[src/rtl/disp_scan_keybuf_if.sv]
// Bundles the keypad-entry inputs and the multiplexed display outputs of
// disp_scan_keybuf. The producer of keys (master) drives key_valid/key_code/clr
// and watches the display; the block itself (slave) does the reverse.
interface disp_scan_keybuf_if;
  logic       key_valid;
  logic [3:0] key_code;
  logic       clr;
  logic [1:0] sel;
  logic [3:0] an;
  logic [6:0] seg;
  logic       full;

  modport master (
    output key_valid, key_code, clr,
    input  sel, an, seg, full
  );

  modport slave (
    input  key_valid, key_code, clr,
    output sel, an, seg, full
  );
endinterface

[src/rtl/disp_scan_keybuf.sv]
// Four-digit keypad entry buffer driving a multiplexed, active-low 7-segment
// display. Keys shift in at digit 0; older digits move toward digit 3. The
// scan runs free from a prescaler and blanks all anodes for GUARD cycles after
// each digit change to avoid ghosting.
module disp_scan_keybuf #(
  parameter int unsigned DIV   = 50000,
  parameter int unsigned GUARD = 2
) (
  input logic               ck,
  input logic               rst_n,
  disp_scan_keybuf_if.slave bus
);

  localparam int unsigned   PW         = $clog2(DIV);
  localparam logic [PW-1:0] DIV_LAST   = PW'(DIV - 1);
  // Reset behaves like the cycle right after a digit change, so the guard
  // counter starts with the remaining blank cycles already loaded.
  localparam logic [PW-1:0] GUARD_INIT = (GUARD > 0) ? PW'(GUARD - 1) : '0;
  localparam logic [6:0]    BLANK      = 7'h7F;

  logic [PW-1:0]  pre_q;
  logic [PW-1:0]  guard_q;
  logic [1:0]     sel_q;
  logic [3:0]     an_q;
  logic [6:0]     seg_q;
  logic [6:0]     seg_next;
  logic [3:0][3:0] d_q;
  logic [3:0][3:0] d_next;
  logic [2:0]     cnt_q;
  logic [2:0]     cnt_next;
  logic           full_q;
  logic           tick;

  // Standard active-low hex patterns, bit order {g,f,e,d,c,b,a}.
  function automatic logic [6:0] hex7(input logic [3:0] v);
    case (v)
      4'h0: hex7 = 7'b1000000;
      4'h1: hex7 = 7'b1111001;
      4'h2: hex7 = 7'b0100100;
      4'h3: hex7 = 7'b0110000;
      4'h4: hex7 = 7'b0011001;
      4'h5: hex7 = 7'b0010010;
      4'h6: hex7 = 7'b0000010;
      4'h7: hex7 = 7'b1111000;
      4'h8: hex7 = 7'b0000000;
      4'h9: hex7 = 7'b0010000;
      4'hA: hex7 = 7'b0001000;
      4'hB: hex7 = 7'b0000011;
      4'hC: hex7 = 7'b1000110;
      4'hD: hex7 = 7'b0100001;
      4'hE: hex7 = 7'b0000110;
      default: hex7 = 7'b0001110;
    endcase
  endfunction

  assign tick = (pre_q == DIV_LAST);

  // Free-running scan: prescaler, digit index and anode guard blanking.
  // NOTE: state registers use non-blocking (<=) so every flop samples the
  // pre-edge values of the others regardless of statement order.
  always_ff @(posedge ck or negedge rst_n) begin
    if (!rst_n) begin
      pre_q   <= '0;
      sel_q   <= 2'b00;
      guard_q <= GUARD_INIT;
      an_q    <= 4'b1111;
    end else begin
      pre_q <= tick ? '0 : pre_q + 1'b1;
      if (tick) sel_q <= sel_q + 2'd1;
      if (tick && (GUARD != 0)) begin
        an_q    <= 4'b1111;
        guard_q <= GUARD_INIT;
      end else if (guard_q != '0) begin
        an_q    <= 4'b1111;
        guard_q <= guard_q - 1'b1;
      end else begin
        an_q    <= ~(4'b0001 << sel_q);
      end
    end
  end

  // Next buffer contents: clear beats an incoming key, keys shift in at d0.
  // NOTE: every signal written here gets a default first, so no path can
  // leave it unassigned and infer a latch.
  always_comb begin
    d_next   = d_q;
    cnt_next = cnt_q;
    if (bus.clr) begin
      d_next   = '0;
      cnt_next = 3'd0;
    end else if (bus.key_valid) begin
      d_next = {d_q[2:0], bus.key_code};
      if (cnt_q != 3'd4) cnt_next = cnt_q + 3'd1;
    end
  end

  // Digit buffer, count and the full flag (taken from the next count so the
  // flag never lags the count).
  // NOTE: the digit storage is reset, unlike an ordinary register array,
  // because a reset must leave a blank display and drop any pending entry.
  always_ff @(posedge ck or negedge rst_n) begin
    if (!rst_n) begin
      d_q    <= '0;
      cnt_q  <= 3'd0;
      full_q <= 1'b0;
    end else begin
      d_q    <= d_next;
      cnt_q  <= cnt_next;
      full_q <= (cnt_next == 3'd4);
    end
  end

  // Segment pattern for the digit currently scanned; unused digits stay blank.
  always_comb begin
    seg_next = BLANK;
    if ({1'b0, sel_q} < cnt_q) seg_next = hex7(d_q[sel_q]);
  end

  // Register the segment pattern one cycle behind sel/buffer changes.
  always_ff @(posedge ck or negedge rst_n) begin
    if (!rst_n) seg_q <= BLANK;
    else        seg_q <= seg_next;
  end

  assign bus.sel  = sel_q;
  assign bus.an   = an_q;
  assign bus.seg  = seg_q;
  assign bus.full = full_q;

endmodule

[src/flat_wrapper.sv]
// flat-port wrapper written by rule: the top's interface ports become plain ports
module disp_scan_keybuf_flat 
#(
  parameter int unsigned DIV   = 50000,
  parameter int unsigned GUARD = 2
)
  (ck, rst_n, bus_key_valid, bus_key_code, bus_clr, bus_sel, bus_an, bus_seg, bus_full);
  disp_scan_keybuf_if bus_i ();
  input logic ck;
  input logic rst_n;
  input wire logic [$bits(bus_i.key_valid)-1:0] bus_key_valid;
  input wire logic [$bits(bus_i.key_code)-1:0] bus_key_code;
  input wire logic [$bits(bus_i.clr)-1:0] bus_clr;
  output wire logic [$bits(bus_i.sel)-1:0] bus_sel;
  output wire logic [$bits(bus_i.an)-1:0] bus_an;
  output wire logic [$bits(bus_i.seg)-1:0] bus_seg;
  output wire logic [$bits(bus_i.full)-1:0] bus_full;
  assign bus_i.key_valid = bus_key_valid;
  assign bus_i.key_code = bus_key_code;
  assign bus_i.clr = bus_clr;
  assign bus_sel = bus_i.sel;
  assign bus_an = bus_i.an;
  assign bus_seg = bus_i.seg;
  assign bus_full = bus_i.full;
  disp_scan_keybuf #(.DIV(DIV), .GUARD(GUARD)) u_core (.ck(ck), .rst_n(rst_n), .bus(bus_i));
endmodule
[config.mk]
export PLATFORM = sky130hd
export DESIGN_NAME = disp_scan_keybuf_flat
export DESIGN_NICKNAME = d
export VERILOG_FILES = /design/src/rtl/disp_scan_keybuf_if.sv /design/src/rtl/disp_scan_keybuf.sv /design/src/flat_wrapper.sv
export SDC_FILE = /design/constraint.sdc
export NUM_CORES = 1
export LEC_CHECK = 0
export BUFFER_PORTS_ARGS = -buffer_cell sky130_fd_sc_hd__buf_2
export CORE_MARGIN = 5
export CORE_UTILIZATION = 30
export DETAILED_ROUTE_END_ITERATION = 12
export GPL_ROUTABILITY_DRIVEN = 0
export PLACE_DENSITY = 0.46
export SLEW_MARGIN = 20
export SYNTH_ARGS = -nofsm -noshare
export SYNTH_HDL_FRONTEND = slang
export SYNTH_SLANG_ARGS = --single-unit
[constraint.sdc]
create_clock -name ck -period 3.6 [get_ports ck]
set_input_delay 0.36 -clock ck [delete_from_list [all_inputs] [get_ports ck]]
set_output_delay 0.36 -clock ck [all_outputs]
set_load 0.005 [all_outputs]
# After elaboration in Yosys (flattened, before gate mapping)
# Memory sizes are Yosys's and may differ from the RTL's.
# Index checks and enable logic that the tools add are counted.
# word_totals
register_bits,65
latch_bits,0
ram_bits,0
romBits,112
out_inout_bits,14
memories,1
# op_classes
addsub,4
mul,0
n_div,0
n_lt_le_gt_ge,2
eq_ne,3
shift,1
muxes,13
bitwise_logic,1
n_reduce_logical,3
# memory_table
memory,depth,word_bits,rd,rd_ports_with_merged_regs,wr,line,text
(name not given),16,7,1,0,0,disp_scan_keybuf.sv:36,case (v)
# op_table
cell,n
$mux 16,5
$add 16x1->16 const B,1
$eq 16x16->1 const B,1
$reduce_bool 16->1,1
$sub 16x1->16 const B,1
$mux 4,3
$mux 3,3
$bmux 4 s2,1
$mux 7,1
$not 4->4,1
$reduce_bool 2->1,2
$shl 1x2->4 const A,1
$add 3x1->3 const B,1
$eq 3x3->1 const B,1
$lt 2x3->1,1
$lt 2x3->1 const B,1
$ne 3x3->1 const B,1
$add 2x1->2 const B,1

# Longest topological paths before layout
# Gate-level depths: netlist of the first run.
# depth
depth_word,5
ltp_mapped,8

# Worst setup path after synthesis of the first run
# No wires, ideal clock.
# synth_timing
path_kind,register to register
start,register u_core.sel_q[0] (netlist: u_core.bus.sel[0])
end,register u_core.seg_q[3] (netlist: u_core.bus.seg[3])
arrival_ns,1.830
required_ns,3.521
path_slack_ns,1.691
path_stages_with_launch,8
path_buffers,1
cell_sequence,dfrtp_1 buf_6 mux4_1 inv_1 ha_1 nor2_1 a211oi_1 o21ai_0
# synth_between
elab_chain_cells,4
elab_cells_between_ends,5
cone_classes,order compare: 1; mux: 3; memory: 1
# synth_lines
item,line,text
from (decl),disp_scan_keybuf.sv:23,logic [1:0] sel_q;
from (signal assigned),disp_scan_keybuf.sv:69,if (tick) sel_q <= sel_q + 2'd1;
$bmux 4 s2,disp_scan_keybuf.sv:116,"if ({1'b0, sel_q} < cnt_q) seg_next = hex7(d_q[sel_q]);"
$mux 4 (implied by the code),disp_scan_keybuf.sv:116,
$mem_v2 16x7,-,
$mux 7 *,disp_scan_keybuf.sv:116,
net u_core.seg_next[3],disp_scan_keybuf.sv:26,logic [6:0] seg_next;
to (signal assigned),disp_scan_keybuf.sv:122,else seg_q <= seg_next;
to (decl),disp_scan_keybuf.sv:25,logic [6:0] seg_q;
# The timed path passes the listed nets; every way through them passes the cells marked *. The select of a mux whose other input is x is not followed.
# A chain may end at the register's enable or synchronous reset.

# Worst setup path after layout of the first run
# Ends and elaborated chain as after synthesis.

==> metrics.md, run 1 <==
| Metric | Value |
|---|---|
| Fraction of power consumed by combinational cells | 7.0% |
| DP Worst Slack | 1.49 ns |
| Endpoints failing hold | 0 |
| Sum of overflow across all layers after global routing | 0 |
| Worst vdd rail ir drop | 0.231 mV |
| XOR/XNOR Fraction of Synth Area | 3.66% |
| Setup crit start kind | register |
| Number of max-cap violations | 0 |
| Async set-reset flop share out of synthesis | 100% |
| Die Span X | 116 um |
| Net total in the final layout | 353 |
| Clock net sink count | 65 |
| Half-perimeter wire length after placement | 4520 um |
| Worst Slack Setup Final | 1.46 ns |
| Via count | 2,302 |
| Final Instance Area | 3790 um2 |
| Overall power consumption | 1.51 mW |
| Final routed wire length divided by cell count | 14.1 um |
| Total nets after synthesis | 330 |
| Net switching component of the power | 381 uW |
| Clock-pin transition on the worst setup and hold timing paths | 0.08 ns |
| Via count normalized by instance count | 4.85 |
| Maximum number of pins on one net before global-route repair | 35 |
| Power density over cell area | 398 nW/um2 |
| Setup-failing EPs final | 0 |
| Cell count after placement | 459 |
| Fraction of the yosys area taken by sequential cells | 49.0% |
| Unrepaired setup endpoints after global routing | no |
| Max Root-Sink Buffers | 2 |
| Syn-to-layout area delta | 13.0% |
| Total Negative Setup Slacks | 0 ns |
| Clock tree root driver cell | clkbuf_8 |
| Clock buffer count from CTS | 9 |
| Maximum clock frequency | 467 MHz |
| Fin crit period | 2.14 ns |
| Final hold slack | 0.0944 ns |
| 1st-iter DRT viols | 134 |
| Number of diodes added for antenna fixing | 0 |
| Die Y | 116 um |
| Portion of total power attributed to sequential cells | 51.0% |
| Post-synthesis mux area share | 9.18% |
| Peak fanout along the critical path | 8 |
| Std-Cell Core Area | 10,900 um2 |
| Clock power share | 42.0% |
| Kind of path behind the tightest hold check | in2async |
| Setup skew after layout | 0.00627 ns |
| Switching power share of the total | 25.3% |
| Vias in the first global route | 2,274 |
| Die area | 13,400 um2 |
| Total count of max-transition violations in the final report | 0 |
| Final critical-path share of the clock period | 59.5% |
| Share of final-layout standard cells stronger than drive strength 1 | 19.1% |
| Number of distinct standard cells referenced by the synthesized netlist | 54 |
| Synthesis Warnings | 0 |
| Internal Dissipation | 1.12 mW |
| Predominant post-synthesis flop cell | dfrtp_1 |
| H-tree depth reported by CTS | 3 |
| Worst Path Class, Setup | reg2reg |
| Post-Synth Adder-Cell Area | 5.60% |
| Number of standard cells after synthesis | 307 |
| Crit path required time | 3.87 ns |
| Source-to-sink clock delay at the later pin of the worst-skew pair | 0.34 ns |
| Initial Util | 30.8% |
| Top cells by area, synth | dfrtp_1 (40%), dfstp_2 (9.4%), mux2i_1 (6.3%), ha_1 (5.6%), nor2_1 (3.7%) |
| Quantity of hold-fixing buffers added after cts | 0 |
| Number of post-CTS setup repair buffers | 0 |
| Reported leakage power | 1.75 nW |
| Number of port buffers | 21 |
| Final instance count without filler cells | 475 |
| Area fraction in compound gates after synthesis | 10.1% |
| Netlist Area Pre-Place | 3350 um2 |
| TritonCTS clock tree | built |
| Core Util, Final | 34.8% |
| #FFs+latches synth | 65 |
| Leading area contributor after synthesis | dfrtp_1 |
| Antenna violations before repair | 0 |
| Least-Margin Pin Slew | 0.797 ns |
| Standard cell area after detailed placement | 3590 um2 |
| Mapped Avg Cell Area | 10.9 um2 |
| Number of remaining DRC errors | 0 |
| Headroom to the max-slew limit | 46.9% |
| Initial DRT Pass Iterations | 4 |
| Outcome | complete, no violations |
| ANT nets after route | 0 |
| Arrival @ worst endpoint | 2.41 ns |
| Type of element capturing the critical path | register |
| Std cell rows | 38 |
| CTS resizes | 0 |
| Simple-gate portion of the synthesized area | 19.3% |
| Wire length of the first global-routing pass | 11,400 um |
| Combinational family with the most area after synthesis | simple AND/OR/NAND/NOR gates |
| I/O pin count | 22 |
| Final routed wirelength across all metal layers | 6680 um |
| Total track usage | 10.7% |
| Area share of the leading cell type in the synthesized netlist | 39.6% |
| EDFF count, synth | 0 |
## layout by cell type, fill, tap and decap left out, drive strengths merged, types with 9 or more instances in the layout
master / instances
ha: 15
nand3: 9
a21oi: 17
nand2: 15
o21ai: 17
dfrtp: 53
buf: 23
nor2: 33
mux2i: 21
clkbuf: 9
inv: 13
dfstp: 12
## power groups by stage
stage	Sequential, mW	Clock, mW	Combinational [mW]
2_1_floorplan	0.783	0	0.0603
3_3_place_gp	0.783	0	0.106
3_5_place_dp	0.782	0	0.108
4_1_cts	0.768	0.659	0.108
5_1_grt	0.771	0.689	0.119
6_report	0.768	0.633	0.105
## path summary, 6_finish.rpt
kind                       slack, ns  cells past startpoint                 to         startpoint
setup / recovery                1.46                      6  u_core.bus.seg[3]  u_core.bus.sel[0]
hold / removal                  0.09                      1     u_core.d_q[12]              rst_n
setup reg to reg                1.46                      6  u_core.bus.seg[3]  u_core.bus.sel[0]
hold reg to reg                 0.45                      1    u_core.pre_q[0]    u_core.pre_q[0]
max in group asynchronous       2.55                      2  u_core.guard_q[0]              rst_n
min in group ck                 0.26                      3      u_core.d_q[3]    bus_key_code[3]
## layout make-up
cell class / count / area, um2
Inverter: 12 / 45.0
Clock buffer: 9 / 124
Sequential cell: 65 / 1640
Multi-Input combinational cell: 219 / 1600
Tap cell: 140 / 175
Clock inverter: 7 / 78.8
Fill cell: 1079 / 7100
Timing Repair Buffer: 23 / 120
## routing by layer
layer / vias up / part of all wire, % / track usage [%]
met5: - / 0 / 0
met3: 9 / 4.0 / 3.24
met4: 0 / 1.3 / 3.87
met1: 1113 / 48 / 14.2
li1: 1149 / - / -
met2: 31 / 47 / 16.8
## critical path: stages (launching register included)
cell,delay (ns)
dfrtp_1,0.55
mux4_1,0.73
inv_1,0.16
ha_1,0.26
nor2_1,0.13
a211oi_1,0.06
o21ai_0,0.17
## cells by family after synthesis
family / count (synthesis)
and+or+nand+nor: 111
DFF: 65
AOI/OAI and AO/OA: 54
muxes: 25
buffers and inverters: 23
adders and majority gates: 15
xor gates and xnor gates: 14
## sequential cells by signal (all words and copies together) (netlist names)
signal,flops
u_core.pre_q,16
u_core.bus.full,1
u_core.bus.seg,7
u_core.cnt_q,3
u_core.bus.sel,2
u_core.bus.an,4
u_core.guard_q,16
u_core.d_q,16
## synth_stat cells, types with 6 or more instances
master	number
o21ai_0	16
xnor2_1	6
xor2_1	8
dfrtp_1	53
nand2_1	15
ha_1	15
dfstp_2	12
nor2_1	33
inv_1	12
nand3_1	8
nor3_1	7
a21oi_1	16
mux2i_1	21
Power figures use the tool's default switching activity.
==> run 2, diff against run 1 <==
Clock period 3.6 ns to 2 ns, I/O delays scaled along.
==> run 2 against run 1 <==
Register-to-register slack got worse by 1.4 ns. Fmax rose by 13%. Critical endpoint is now u_core.bus.seg[5]. Combinational power rose by 97%. Largest power group unchanged. Clock power rose by 77%. Critical path type unchanged.
==> metrics.md, run 2 (synthesized netlist as in run 1, its figures left out) <==
| Metric | Value |
|---|---|
| Final critical-path share of the clock period | 95.1% (+36 points) |
| Clock net sink count | 65 (unchanged) |
| Clock buffer count from CTS | 9 (unchanged) |
| Total Negative Setup Slacks | 0 ns (unchanged) |
| Worst setup path start | u_core.bus.sel[0] |
| Outcome | complete, no violations |
| Initial Util | 30.8% (unchanged) |
| Number of port buffers | 21 (unchanged) |
| Max Root-Sink Buffers | 2 (unchanged) |
| Total count of max-transition violations in the final report | 0 (unchanged) |
| Number of diodes added for antenna fixing | 0 (unchanged) |
| Number of remaining DRC errors | 0 (unchanged) |
| Reg area | 1640 um2 (unchanged) |
| Crit path required time | 2.26 ns (-1.61 ns) |
| Cell count after placement | 471 (+2.6%) |
| Half-perimeter wire length after placement | 4950 um (+9.5%) |
| Share of final-layout standard cells stronger than drive strength 1 | 23.2% (+4.1 points) |
| Source-to-sink clock delay at the later pin of the worst-skew pair | 0.35 ns (about the same) |
| Final routed wire length divided by cell count | 14.0 um (-0.55%) |
| Fin crit period | 1.90 ns (-0.240 ns) |
| Vias in the first global route | 2,414 (+6.2%) |
| Met1 Use GR | 14.6% (+0.37 points) |
| Most used routing layer | met2 |
| Number of max-cap violations | 0 (unchanged) |
| Area taken by multi-input logic gates | 1610 um2 (+0.31%) |
| Endpoints failing hold | 0 (unchanged) |
| Origin of the worst min-delay path | bus_key_code[1] |
| 1st-iter DRT viols | 134 (unchanged) |
| H-tree depth reported by CTS | 3 (unchanged) |
| Reported leakage power | 1.83 nW (+4.5%) |
| Setup crit start kind | register |
| Most common cell after layout, fill and taps aside | dfrtp_1 |
| Die area | 13,400 um2 (unchanged) |
| Highest-count cells in the layout ignoring fill and taps | dfrtp_1 (53), nor2_1 (33), mux2i_1 (21), buf_2 (21), o21ai_0 (16) |
| Std cell rows | 38 (unchanged) |
| Maximum clock frequency | 526 MHz (+13%) |
| Global routing met2 resource utilization | 17.9% (+1.2 points) |
| Wire length of the first global-routing pass | 11,900 um (+4.2%) |
| Setup-failing EPs final | 0 (unchanged) |
| Std-Cell Core Area | 10,900 um2 (unchanged) |
| Arrival @ worst endpoint | 2.16 ns (-0.25 ns) |
| Worst vdd rail ir drop | 0.328 mV (+42%) |
| Type of element capturing the critical path | register |
| Power density over cell area | 691 nW/um2 (+74%) |
| ANT nets after route | 0 (unchanged) |
| Launch instance of the worst register-to-register path | u_core.bus.sel[0] |
| Die Y | 116 um (unchanged) |
| Least-Margin Pin Slew | 0.584 ns (-0.213 ns) |
| I/O pin count | 22 (unchanged) |
| TritonCTS clock tree | built |
| Peak fanout along the critical path | 14 (+6) |
| Headroom to the max-slew limit | 61.1% (+14 points) |
| Worst Path Class, Setup | reg2reg |
| Final hold slack | 0.0961 ns (+0.00175 ns) |
| Fraction of power consumed by combinational cells | 7.7% (+0.7 points) |
| Unrepaired setup endpoints after global routing | no |
| Maximum number of pins on one net before global-route repair | 25 (-29%) |
| Setup skew after layout | 0.00974 ns (+0.00347 ns) |
| Top flop regs | u_core.d_q x16, u_core.guard_q x16, u_core.pre_q x16 |
| Final routed wirelength across all metal layers | 6840 um (+2.4%) |
| Clock power share | 41.3% (-0.7 points) |
| Clock tree root driver cell | clkbuf_8 |
| Clock-pin transition on the worst setup and hold timing paths | 0.07 ns (about the same) |
| Internal Dissipation | 2.03 mW (+81%) |
| Die Span X | 116 um (unchanged) |
| Sum of overflow across all layers after global routing | 0 (unchanged) |
| Initial DRT Pass Iterations | 4 (unchanged) |
| Total track usage | 11.2% (+0.48 points) |
| Net switching component of the power | 677 uW (+78%) |
| Final instance count without filler cells | 489 (+2.9%) |
| Switching power share of the total | 25.0% (-0.32 points) |
| Portion of total power attributed to sequential cells | 51.1% (about the same) |
| Antenna violations before repair | 0 (unchanged) |
| Kind of path behind the tightest hold check | in2reg |
| Number of fill cells in the layout | 1,069 (-0.93%) |
| Net total in the final layout | 367 (+4.0%) |
| Via count | 2,354 (+2.3%) |
| Via count normalized by instance count | 4.81 (-0.67%) |
| Syn-to-layout area delta | 16.9% |
| Global routing usage on met3 | 4.23% (+0.99 points) |
| Overall power consumption | 2.71 mW (+80%) |
| Core Util, Final | 36.0% (+1.2 points) |
-- run 2: changes by cell type in the layout (fill, tap and decap cells not counted), sizes merged --
cell / previous run / this run
buf: 23 / 36
clkinv: 2 / 6
clkinvlp: 3 / 0
dlygate4sd3: 0 / 1
inv: 13 / 12
-- run 2: layout make-up --
cell class              count  share of cell area, %
well taps                 140                   4.47
multi-input cells         219                   41.1
clock inverters             7                   1.82
repair buffers             37                   6.45
flip-flops and latches     65                   41.9
clock buffers               9                   3.16
inverters                  12                   1.15
-- run 2: path summary, 6_finish.rpt --
kind | to | slack [ns] | cells after the start
min in group asynchronous | u_core.bus.sel[1] | 0.38 | 2
worst min-delay path | u_core.d_q[1] | 0.1 | 3
worst min register to register | u_core.pre_q[0] | 0.45 | 1
max in group asynchronous | u_core.guard_q[0] | 1.01 | 3
worst max-delay path | u_core.bus.seg[5] | 0.1 | 5
worst max register to register | u_core.bus.seg[5] | 0.1 | 5
-- run 2: power groups by stage --
stage	logic, mW	registers (mW)	clock network (mW)
2_1_floorplan	0.109	1.41	0
3_3_place_gp	0.207	1.41	0
3_5_place_dp	0.210	1.41	0
4_1_cts	0.213	1.39	1.16
5_1_grt	0.236	1.39	1.22
6_report	0.207	1.38	1.12
-- run 2: worst max-delay path, cell delays in order, from the launching register on --
cell	delay, ns
dfrtp_1	0.45
buf_4	0.18
mux4_2	0.64
and2b_1	0.28
a21oi_1	0.06
o221ai_1	0.21
-- run 2: metal layers --
metal,up-vias,routed length [um]
met5,-,0
met1,1143,3230
met3,4,326
met4,0,38
li1,1171,-
met2,36,3240
-- run 2: repair_timing --
action	4_1_cts	5_1_grt
setup buffers	0	1
endpoints found under the hold margin	11	0
setup endpoints to repair	0	10
gates resized for setup	0	5
hold buffers	1	0
-- run 2: through the flow --
step           worst slack (ns)  cell area (um2)
6_report                 0.0979             3920
5_1_grt                 0.00539             3920
4_1_cts                  0.0793             3910
3_5_place_dp             0.0835             3700
3_3_place_gp              0.117             3700
2_1_floorplan            0.0909             3350
==> run 3, diff against run 2 <==
Settings changed: CORE_ASPECT_RATIO from default to 1.75.
Clock period 2 ns to 2.43 ns, I/O delays scaled along.
==> run 3 against run 2 <==
The run now ends with negative hold slack left. Die area rose by 0.62%. Sequential power fell by 17%. Register-to-register slack better by 0.34 ns. Sequential share of layout area up 0.080 points. Clock skew down 0.0027 ns. Total power decreased by 4.2%. Hold slack lost 0.12 ns. Critical path type unchanged. Largest power group is now the clock network. Highest routed layer unchanged.
==> metrics.md, run 3 (synthesized netlist as in run 1, its figures left out) <==
| Metric | Value |
|---|---|
| Total Negative Setup Slacks | 0 ns (unchanged) |
| Via count | 2,363 (+0.38%) |
| Outcome | complete, but fails checks |
| Least-Margin Pin Slew | 0.728 ns (+0.144 ns) |
| Quantity of hold-fixing buffers added after cts | 0 (-1) |
| Final critical-path share of the clock period | 82.1% (-13 points) |
| Half-perimeter wire length after placement | 5300 um (+7.2%) |
| Worst vdd rail ir drop | 0.315 mV (-4.0%) |
| Number of port buffers | 21 (unchanged) |
| Die Y | 150 um (+29%) |
| Violations in the final reports | negative hold slack |
| Clock buffer count from CTS | 9 (unchanged) |
| Worst Slack Setup Final | 0.435 ns (+0.337 ns) |
| Reg-to-reg endpoint | u_core.bus.seg[6] |
| Setup skew after layout | 0.00704 ns (-0.00271 ns) |
| Clock tree root driver cell | clkbuf_16 |
| Setup-failing EPs final | 0 (unchanged) |
| Via count normalized by instance count | 5.03 (+4.4%) |
| Clock-pin transition on the worst setup and hold timing paths | 0.05 ns (-0.02 ns) |
| Launch instance of the worst register-to-register path | u_core.bus.sel[0] |
| Critical-path cell with the highest stage delay | mux4_1 |
| Final Instance Area | 3910 um2 (-0.19%) |
| Sum of overflow across all layers after global routing | 0 (unchanged) |
| Setup crit start kind | register |
| 1st-iter DRT viols | 46 (-66%) |
| Number of post-CTS setup repair buffers | 0 (unchanged) |
| Wire length of the first global-routing pass | 12,400 um (+4.7%) |
| Number of diodes added for antenna fixing | 0 (unchanged) |
| Top flop regs | u_core.d_q x16, u_core.guard_q x16, u_core.pre_q x16 |
| Peak fanout along the critical path | 6 (-8) |
| Final hold slack | -0.0276 ns (-0.124 ns) |
| Initial DRT Pass Iterations | 4 (unchanged) |
| Endpoints failing hold | 18 (+18) |
| DP Worst Slack | 0.425 ns (+0.341 ns) |
| Arrival @ worst endpoint | 2.21 ns (+0.05 ns) |
| Number of max-cap violations | 0 (unchanged) |
| Initial Util | 30.4% (-0.42 points) |
| Cell count after placement | 454 (-3.6%) |
| Die Span X | 89.9 um (-22%) |
| Crit path required time | 2.64 ns (+0.38 ns) |
| Overall power consumption | 2.59 mW (-4.2%) |
| Reported leakage power | 1.83 nW (about the same) |
| Worst stage delay on the critical path | 0.71 ns (+0.07 ns) |
| Total track usage | 11.6% (+0.37 points) |
| Most common cell after layout, fill and taps aside | dfrtp_1 |
| Final instance count without filler cells | 470 (-3.9%) |
| Std-Cell Core Area | 11,000 um2 (+1.4%) |
| Kind of path behind the tightest hold check | in2async |
| Maximum number of pins on one net before global-route repair | 37 (+48%) |
| ANT nets after route | 0 (unchanged) |
| Maximum clock frequency | 501 MHz (-4.7%) |
| Clock net sink count | 65 (unchanged) |
| Cell depth of the worst flop-to-flop path | 5 (unchanged) |
| Fin crit period | 1.99 ns (+0.0928 ns) |
| Final routed wirelength across all metal layers | 7150 um (+4.6%) |
| Die area | 13,500 um2 (+0.62%) |
| CTS resizes | 0 (unchanged) |
| Highest-count cells in the layout ignoring fill and taps | dfrtp_1 (53), nor2_1 (33), mux2i_1 (21), buf_2 (21) |
| Syn-to-layout area delta | 16.6% |
| Type of element capturing the critical path | register |
| Standard cell area after detailed placement | 3610 um2 (-2.4%) |
| Share of final-layout standard cells stronger than drive strength 1 | 19.2% (-4.0 points) |
| Crit-path cells | mux4_1 -> ha_1 -> and2b_1 -> a21oi_1 -> o221ai_1 |
| Worst Path Class, Setup | reg2reg |
| Max Root-Sink Buffers | 2 (unchanged) |
| I/O pin count | 22 (unchanged) |
| Register-to-register setup slack | 0.44 ns (+0.34 ns) |
| Source-to-sink clock delay at the later pin of the worst-skew pair | 0.33 ns (-0.02 ns) |
| Unrepaired setup endpoints after global routing | no |
| H-tree depth reported by CTS | 3 (unchanged) |
| Total count of max-transition violations in the final report | 0 (unchanged) |
| Std cell rows | 51 (+34%) |
| Number of remaining DRC errors | 0 (unchanged) |
| Vias in the first global route | 2,588 (+7.2%) |
| Net total in the final layout | 356 (-3.0%) |
| TritonCTS clock tree | built |
| Final routed wire length divided by cell count | 15.2 um (+8.8%) |
| Headroom to the max-slew limit | 51.5% (-9.6 points) |
| Power density over cell area | 663 nW/um2 (-4.1%) |
| Antenna violations before repair | 0 (unchanged) |
## run 3: stage by stage
stage          hold WS [ns]  util, %
6_report            -0.0276     35.4
5_1_grt              0.0343     35.4
4_1_cts             0.00670     35.4
3_5_place_dp          0.358     32.7
3_3_place_gp          0.360     32.7
2_1_floorplan       -0.0526        -
## run 3: layout make-up
class / count / area [um2]
sequential: 65 / 1640
multi-input combinational: 219 / 1600
tap: 132 / 165
fill: 1130 / 7130
timing repair buffer: 26 / 155
clock inverter: 3 / 40.0
inverter: 12 / 45.0
clock buffer: 13 / 260
## run 3: worst max-delay path by stage
stage,from,endpoint,slack (ns),cells after the start
floorplan,u_core.bus.sel[0],u_core.bus.seg[3],0.52,7
global placement,u_core.bus.sel[0],u_core.bus.seg[6],0.42,5
detailed placement,u_core.bus.sel[0],u_core.bus.seg[3],0.42,6
CTS,u_core.bus.sel[0],u_core.bus.seg[3],0.41,6
global route,u_core.bus.sel[0],u_core.bus.seg[3],0.25,6
finish,u_core.bus.sel[0],u_core.bus.seg[6],0.44,5
## run 3: where the power goes
part / total, mW / switching [mW] / internal (mW) / leakage (nW)
logic: 0.158 / 0.0934 / 0.0646 / 0.837
registers: 1.14 / 0.0130 / 1.13 / 0.847
clock network: 1.30 / 0.449 / 0.846 / 0.150
total: 2.59 / 0.556 / 2.04 / 1.83
## run 3: metal layers
| layer | vias to the layer above | share of wire, % | wire (um) | GRT usage (%) |
|---|---|---|---|---|
| met4 | 0 | 3.9 | 280 | 7.97 |
| met5 | - | 0 | 0 | 0 |
| met1 | 1154 | 37 | 2650 | 11.1 |
| met2 | 36 | 56 | 4000 | 21.7 |
| li1 | 1153 | - | - | - |
| met3 | 20 | 3.0 | 214 | 2.57 |
## run 3: worst max-delay path, delay by kind of cell (launching register included)
| kind | cells | cell delay [ns] |
|---|---|---|
| flops | 1 | 0.45 |
| compound gates | 2 | 0.24 |
| fa+ha+maj | 1 | 0.30 |
| simple gates | 1 | 0.18 |
| mux | 1 | 0.71 |
